$ cat src/rtl/retire_trace_pkg.sv
// Shared types and constants for the retire tracer.
// The seq field exists only when RETIRE_TRACE_SEQ_EN is defined.
package retire_trace_pkg;

  localparam int unsigned TRACE_XLEN_MAX  = 64;
  localparam int unsigned TRACE_DEPTH_DEF = 8;
  localparam int unsigned DROP_CNT_W      = 16;
  localparam int unsigned SEQ_W           = 16;
  localparam int unsigned REG_ADDR_W      = 5;

  // Fields are sized for the widest supported XLEN; narrower builds zero-extend.
  typedef struct packed {
`ifdef RETIRE_TRACE_SEQ_EN
    logic [SEQ_W-1:0]          seq;
`endif
    logic [TRACE_XLEN_MAX-1:0] pc;
    logic [TRACE_XLEN_MAX-1:0] instr;
    logic [REG_ADDR_W-1:0]     rd;
    logic [TRACE_XLEN_MAX-1:0] rd_data;
    logic                      st;
    logic [TRACE_XLEN_MAX-1:0] st_addr;
    logic [TRACE_XLEN_MAX-1:0] st_data;
  } trace_rec_t;

endpackage

$ cat src/rtl/trace_fifo.sv
// Record FIFO with a registered head stage: valid follows a push by one cycle
// and the next head is preloaded so back-to-back pops never bubble.
module trace_fifo #(
  parameter type         rec_t = logic [7:0],
  parameter int unsigned DEPTH = 8
) (
  input  logic                   clk,
  input  logic                   rst_n,
  input  logic                   push,
  input  rec_t                   wdata,
  input  logic                   ready,
  output logic                   valid,
  output rec_t                   head,
  output logic [$clog2(DEPTH):0] level,
  output logic                   drop_c
);

  localparam int unsigned PTR_W = $clog2(DEPTH);
  localparam int unsigned LVL_W = PTR_W + 1;

  rec_t             mem [DEPTH];
  logic [PTR_W-1:0] rd_ptr, wr_ptr, rd_n, wr_n;
  logic [LVL_W-1:0] cnt_n;
  logic             pop_c, full, do_push;
  rec_t             head_n;

  // A push into a full FIFO is only accepted when the head pops in the same cycle.
  always_comb begin
    head_n  = '0;
    pop_c   = valid & ready;
    full    = (level == LVL_W'(DEPTH));
    do_push = push & (~full | pop_c);
    drop_c  = push & full & ~pop_c;
    rd_n    = rd_ptr + PTR_W'(pop_c);
    wr_n    = wr_ptr + PTR_W'(do_push);
    cnt_n   = level + LVL_W'(do_push) - LVL_W'(pop_c);
    if (cnt_n != '0) begin
      head_n = (do_push && (wr_ptr == rd_n)) ? wdata : mem[rd_n];
    end
  end

  always_ff @(posedge clk or negedge rst_n) begin
    if (!rst_n) begin
      rd_ptr <= '0;
      wr_ptr <= '0;
      level  <= '0;
      valid  <= 1'b0;
      head   <= '0;
    end else begin
      rd_ptr <= rd_n;
      wr_ptr <= wr_n;
      level  <= cnt_n;
      valid  <= (cnt_n != '0);
      head   <= head_n;
    end
  end

  always_ff @(posedge clk) begin
    if (do_push) begin
      mem[wr_ptr] <= wdata;
    end
  end

endmodule

$ cat src/rtl/retire_tracer.sv
// Retire tracer: folds data-memory stores into the next retired record and queues records.
// Define RETIRE_TRACE_SEQ_EN to add a per-record sequence number on trace_seq_o.
module retire_tracer
  import retire_trace_pkg::*;
#(
  parameter int unsigned XLEN  = 32,
  parameter int unsigned DEPTH = TRACE_DEPTH_DEF
) (
  input  logic                   clk_i,
  input  logic                   rstn_i,
  input  logic                   update_i,
  input  logic [XLEN-1:0]        pc_i,
  input  logic [XLEN-1:0]        instr_i,
  input  logic [REG_ADDR_W-1:0]  reg_addr_i,
  input  logic [XLEN-1:0]        reg_data_i,
  input  logic                   mem_wrt_i,
  input  logic [XLEN-1:0]        mem_addr_i,
  input  logic [XLEN-1:0]        mem_data_i,
  output logic                   trace_valid_o,
  input  logic                   trace_ready_i,
  output logic [XLEN-1:0]        trace_pc_o,
  output logic [XLEN-1:0]        trace_instr_o,
  output logic [REG_ADDR_W-1:0]  trace_rd_o,
  output logic [XLEN-1:0]        trace_rd_data_o,
  output logic                   trace_st_o,
  output logic [XLEN-1:0]        trace_st_addr_o,
  output logic [XLEN-1:0]        trace_st_data_o,
  output logic [$clog2(DEPTH):0] level_o,
  output logic                   overflow_o,
  output logic [DROP_CNT_W-1:0]  drop_cnt_o
`ifdef RETIRE_TRACE_SEQ_EN
  ,
  output logic [SEQ_W-1:0]       trace_seq_o
`endif
);

  trace_rec_t      rec;
  trace_rec_t      head;
  logic            st_pend;
  logic [XLEN-1:0] st_addr, st_data;
  logic            drop_c;
  logic            unused_head;

  // Pending store slot; every update consumes it.
  always_ff @(posedge clk_i or negedge rstn_i) begin
    if (!rstn_i) begin
      st_pend <= 1'b0;
      st_addr <= '0;
      st_data <= '0;
    end else if (update_i) begin
      st_pend <= 1'b0;
      st_addr <= '0;
      st_data <= '0;
    end else if (mem_wrt_i) begin
      st_pend <= 1'b1;
      st_addr <= mem_addr_i;
      st_data <= mem_data_i;
    end
  end

`ifdef RETIRE_TRACE_SEQ_EN
  logic [SEQ_W-1:0] seq;

  // Counts every update, dropped ones included, so gaps reveal drops.
  always_ff @(posedge clk_i or negedge rstn_i) begin
    if (!rstn_i) begin
      seq <= '0;
    end else if (update_i) begin
      seq <= seq + SEQ_W'(1);
    end
  end

  assign trace_seq_o = head.seq;
`endif

  // A same-cycle store takes priority over an older pending one.
  always_comb begin
    rec         = '0;
    rec.pc      = TRACE_XLEN_MAX'(pc_i);
    rec.instr   = TRACE_XLEN_MAX'(instr_i);
    rec.rd      = reg_addr_i;
    rec.rd_data = TRACE_XLEN_MAX'(reg_data_i);
    if (mem_wrt_i) begin
      rec.st      = 1'b1;
      rec.st_addr = TRACE_XLEN_MAX'(mem_addr_i);
      rec.st_data = TRACE_XLEN_MAX'(mem_data_i);
    end else if (st_pend) begin
      rec.st      = 1'b1;
      rec.st_addr = TRACE_XLEN_MAX'(st_addr);
      rec.st_data = TRACE_XLEN_MAX'(st_data);
    end
`ifdef RETIRE_TRACE_SEQ_EN
    rec.seq = seq;
`endif
  end

  always_ff @(posedge clk_i or negedge rstn_i) begin
    if (!rstn_i) begin
      overflow_o <= 1'b0;
      drop_cnt_o <= '0;
    end else if (drop_c) begin
      overflow_o <= 1'b1;
      if (drop_cnt_o != '1) begin
        drop_cnt_o <= drop_cnt_o + DROP_CNT_W'(1);
      end
    end
  end

  trace_fifo #(
    .rec_t (trace_rec_t),
    .DEPTH (DEPTH)
  ) u_fifo (
    .clk    (clk_i),
    .rst_n  (rstn_i),
    .push   (update_i),
    .wdata  (rec),
    .ready  (trace_ready_i),
    .valid  (trace_valid_o),
    .head   (head),
    .level  (level_o),
    .drop_c (drop_c)
  );

  assign trace_pc_o      = XLEN'(head.pc);
  assign trace_instr_o   = XLEN'(head.instr);
  assign trace_rd_o      = head.rd;
  assign trace_rd_data_o = XLEN'(head.rd_data);
  assign trace_st_o      = head.st;
  assign trace_st_addr_o = XLEN'(head.st_addr);
  assign trace_st_data_o = XLEN'(head.st_data);

  // Bits above XLEN are constant zero.
  assign unused_head = ^{head.pc, head.instr, head.rd_data, head.st_addr, head.st_data};

endmodule

$ cat config.mk
export PLATFORM = sky130hd
export DESIGN_NAME = retire_tracer
export DESIGN_NICKNAME = d
export VERILOG_FILES = /design/src/rtl/retire_trace_pkg.sv /design/src/rtl/trace_fifo.sv /design/src/rtl/retire_tracer.sv
export SDC_FILE = /design/constraint.sdc
export NUM_CORES = 2
export LEC_CHECK = 0
export ABC_AREA = 1
export CAP_MARGIN = 20
export CORE_ASPECT_RATIO = 1.5
export CORE_MARGIN = 4
export CORE_UTILIZATION = 50
export DETAILED_ROUTE_END_ITERATION = 6
export GPL_TIMING_DRIVEN = 1
export HOLD_SLACK_MARGIN = 0.12
export PLACE_DENSITY = 0.7
export SYNTH_ARGS = -nofsm -noshare
export SYNTH_HDL_FRONTEND = slang
export SYNTH_SLANG_ARGS = --single-unit
$ cat constraint.sdc
create_clock -name clk_i -period 18.2 [get_ports clk_i]
set_input_delay 3.64 -clock clk_i [delete_from_list [all_inputs] [get_ports clk_i]]
set_output_delay 3.64 -clock clk_i [all_outputs]
set_load 0.01 [all_outputs]
* Word-level counts from Yosys, hierarchy flattened
Memories as Yosys holds them, arrays and structs flattened.
Index checks and enable logic that the tools add are counted.
** Operators by class
- Equality and inequality tests :: 3
- $add $sub $neg :: 5
- Reduce and logical (&&, ||, !) cells :: 4
- Muxes and demuxes :: 12
- Bitwise operators :: 7
** Operator list (count)
- 2-to-1 mux 294 bit :: 2
- 2-to-1 mux 129 bit :: 2
- 2-to-1 mux 32 bit :: 4
- adder 16 x 1 -> 16 bit (second input constant) :: 1
- inequality test 16 bit (second input constant) :: 1
- adder 3 x 1 -> 3 bit :: 2
- adder 4 x 1 -> 4 bit :: 1
- AND 1 bit :: 4
- == test 4 bit (second input constant) :: 1
- 2-to-1 mux 1 bit :: 4
- nonzero test 4 bit :: 1
- subtractor 4 x 1 -> 4 bit :: 1
- == test 3 bit :: 1
- inverter 1 bit :: 2
- AND reduction 2 bit :: 1
- nonzero test 2 bit :: 1
- logical AND 1 bit :: 1
- bitwise OR 1 bit :: 1
** Storage, ports and cells
- Input port bits :: 170
- Output and inout bits :: 188
- RAM bits :: 1840
- Memories :: 1
- Bits in registers :: 259
- Logic and storage cells :: 48
** Memories
- u_fifo.mem :: words 8, width 230, rd ports 1, clocked after memory_dff 0, wr ports 1, line trace_fifo.sv:21 : rec_t mem [DEPTH];

* Depth between registers and ports, before layout
- Depth in word-level cells :: 8
- Depth in mapped cells :: 16

* Cells and area by module
From an unflattened synthesis, not the netlist that was laid out.
** Unflattened totals
- Cell total of the unflattened synthesis :: 11929
- Area, all modules :: 126103.4 um2
** By module, submodules not included
- trace_fifo :: area an instance 122189.7 um2, cells an instance 11500, seq. area each 86748.2 um2, instances 1
- retire_tracer :: area an instance 3913.8 um2, cells an instance 429, seq. area each 2052.0 um2, instances 1

* Least setup slack after synthesis
OpenSTA, ideal clock, no wires.
- Path type :: input to register
- Start :: input port trace_ready_i
- End :: memory u_fifo.mem[0][0] (netlist bit) (enable)
- Setup time :: 0.694 ns
- Required time :: 17.506 ns
- Slack :: 6.526 ns
- Stages on the path :: 6
- Path buffers :: 0
- Data arrival time :: 10.980 ns
- Cells stage by stage :: nand2_1 > nand3_1 > nand2_1 > inv_1 > nand2_1 > nor2_1
** Between the ends
- Cells in the longest elaborated chain, start to end :: 5
** Ends and longest elaborated chain
- start, declared :: line retire_tracer.sv:20 : input logic trace_ready_i,
- AND 1 bit :: line trace_fifo.sv:30 : pop_c = valid & ready;
- bitwise OR 1 bit :: line trace_fifo.sv:32 : do_push = push & (~full | pop_c);
- AND 1 bit :: line trace_fifo.sv:32
- 2-to-1 mux 1 bit :: line trace_fifo.sv:59 : if (do_push) begin
- 2-to-1 mux 1 bit (implied by the code) :: line trace_fifo.sv:60 : mem[wr_ptr] <= wdata;
- end, declared :: line trace_fifo.sv:21
No other way between the ends.

==> flow_summary.ini <==
[clocking]
numCtsBuffers = 147
hold_buffers = 0
clock_latency_ns = 0.79
cts_resized = 0
cts.sinks = 1587
htreeDepth = 4
cts_setup_buffers = 0
cts_tree = done
cts_buffer_depth = 3
clkTransAtPathRegs_ns = 0.06
clockRootBuffer = clkbuf_16

[logic_synthesis]
synth_cell_types = 23
syn_area_mm2 = 0.06426
ys_warn_count = 0
ys_dominant_reg_cell = edfxtp_1
avgSynthCellArea_um2 = 11.12
synth-seq-cells = 1587
async_flop_share_pct = 16.32
syn_inst = 5780
synth-seq-area-share_pct = 72.15
synth_edf_count = 1328
synth_nets = 5961

[run_status]
status = completed

[grt]
antenna_found_initial = 8
grt_usage_pct = 24.70
grt_max_degree = 204
grt-ovfl-total = 0
grt_pass1_vias = 42770
grt_pass1_wl_um = 252700

[power]
ir_drop_v = 0.0002611
pwr_density_cell_mw_per_mm2 = 183.3
cellLeakagePower_nw = 29.44
p_total_mw = 13.59

[sta]
drv_slew = 0
fmax_ghz = 0.1217
setup_viol = 0
tns_ns = 0
slew_headroom_pct = 19.27
fin_hold_ws_ns = 0.4660
rsz0062_at_grt = no
period_share_pct = 45.16
min_period_ns = 8.219
worstMarginPinSlew_ns = 1.211
final.setup_skew_ns = 0.03363
finalHoldViolCount = 0

[die]
initial_core_util_pct = 50.47
dieArea_mm2 = 0.1344
die_w_um = 300.7
rows = 160
die_y_um = 447.1
num_io_pins = 358
core_area_mm2 = 0.1273

[worst_setup_path]
endpoint_kind = flip-flop
crit_path_max_incr_delay_ns = 0.87
worstPathArrival_ns = 8.92
path_max_fanout = 182
crit_type = input port to flip-flop
required_ns = 18.90
slowest_stage = buf_4
start_kind = input port
worstPathCellList = clkdlybuf4s50_1 > nand2_1 > inv_1 > ha_4 > inv_8 > buf_4 > buf_4 > buf_4 > nand2_1 > nand3_1 > nand3_1 > nand2_1 > nor2_1 > nor2_1

[routing]
drc_errors = 0
wl_per_cell_um = 21.43
first_iter_violations = 4077
totalWireLength_um = 167800
num_vias = 43660
ant_nets = 0
vias_per_cell = 5.575
dr.pass1.iters = 6

[placed_design]
post-dp-hpwl_um = 82760
gp_congestion = 0.7791
place_area_mm2 = 0.06903
dp.cells = 7549
io_buffers = 357

[finish]
stdcell_area_mm2 = 0.07411
fill_cells = 10270
area_growth_pct = 15.34
drive_above_1_share_pct = 5.258
fin_cells = 7831
layout.nets = 6180

[job]
drv_cap = 0

[worst_hold_path]
hp-class = flip-flop to flip-flop
==> cell usage after synthesis (all sizes together) (2+ instances only) <==
| master | n | share of area [%] |
|---|---|---|
| inv | 259 | 1.5 |
| edfxtp | 1328 | 62 |
| nand3 | 1174 | 9.1 |
| nor2 | 363 | 2.1 |
| nand2 | 1874 | 11 |
| a21oi | 130 | 1.0 |
| dfrtp | 259 | 10 |
| xnor2 | 11 | 0.15 |
| ha | 10 | 0.19 |
| clkbuf | 115 | 0.67 |
| nand4 | 4 | 0.039 |
| xor2 | 2 | 0.027 |
| o21ai | 5 | 0.039 |
| or2 | 2 | 0.019 |
| buf | 241 | 1.9 |
==> path summary, 6_finish.rpt <==
kind,from,to,slack [ns],depth (start not counted)
max in group asynchronous,rstn_i,st_addr[2]$_DFFE_PN0P_,13.93,2
min in group asynchronous,rstn_i,u_fifo.head[266]$_DFF_PN0_,2.89,1
worst min-delay path,overflow_o$_DFFE_PN0P_,overflow_o$_DFFE_PN0P_,0.47,1
worst max register to register,u_fifo.valid$_DFF_PN0_,u_fifo.head[138]$_DFF_PN0_,12.85,13
worst max-delay path,trace_ready_i,u_fifo.head[138]$_DFF_PN0_,9.98,14
worst min register to register,overflow_o$_DFFE_PN0P_,overflow_o$_DFFE_PN0P_,0.47,1
==> state kept, by name, indices dropped and copies added, names as in the netlist <==
register / flops
u_fifo.level: 4
drop_cnt_o: 16
u_fifo.rd_ptr: 3
st_data: 32
st_addr: 32
u_fifo.mem: 1328
u_fifo.wr_ptr: 3
overflow_o: 1
u_fifo.valid: 1
u_fifo.head: 166
st_pend: 1
==> power breakdown <==
part | leakage, nW | switching (mW) | internal, mW
combinational | 11.6 | 3.79 | 1.71
clock | 2.46 | 1.33 | 1.84
sequential | 15.3 | 0.235 | 4.68
total | 29.4 | 5.36 | 8.23
==> cell families after synthesis <==
kind of cell	count (synthesis)	synth area share, %
and+or+nand+nor	3418	22.29
xor gates and xnor gates	13	0.1772
DFF	1587	72.15
adders and majority gates	11	0.2259
AOI/OAI and AO/OA	135	1.051
buffers and inverters	616	4.109
==> metal layers <==
metal	global-route usage (%)	vias to the layer above	share of wire (%)
li1	-	20040	-
met1	31.56	21440	39
met2	42.92	1871	50
met3	3.522	300	7.4
met4	9.392	6	2.9
met5	0	-	0.021
==> cell usage in the layout, fill, tap and decap left out, drive strengths merged <==
cell           count
inv              266
a21oi            130
xnor2             11
nor3               1
clkbuf           198
clkdlybuf4s50    354
xor2               2
nor2             363
nand4              4
edfxtp          1328
ha                10
o21ai              5
clkinv            50
bufinv            16
or2                2
buf               72
nand2           1874
diode              6
fa                 1
clkinvlp           4
nand3           1174
dfrtp            259
==> worst max-delay path: cells and delay by family <==
kind / cells / cell delay (ns)
adder cells (fa/ha/maj): 1 / 0.46
buffers and inverters: 6 / 3.76
AND/OR/NAND/NOR: 7 / 0.82
==> cell type report <==
cell class / count / area, um2 / share of cell area (%)
clock inverter: 76 / 854.6 / 1.153
multi-input combinational: 3577 / 15390 / 20.76
sequential: 1587 / 46360 / 62.55
clock buffer: 198 / 4158 / 5.610
timing repair buffer: 426 / 4217 / 5.689
tap: 1701 / 2128 / 2.872
inverter: 260 / 996.0 / 1.344
antenna: 6 / 15.01 / 0.02026
==> through the flow <==
stage | util (%) | worst slack (ns)
2_1_floorplan | - | 6.526
3_3_place_gp | 54.22 | 9.328
3_5_place_dp | 54.22 | 9.198
4_1_cts | 58.16 | 10.04
5_1_grt | 58.21 | 9.597
6_report | 58.21 | 9.981
Note: power is estimated with default switching activity, not from simulation.
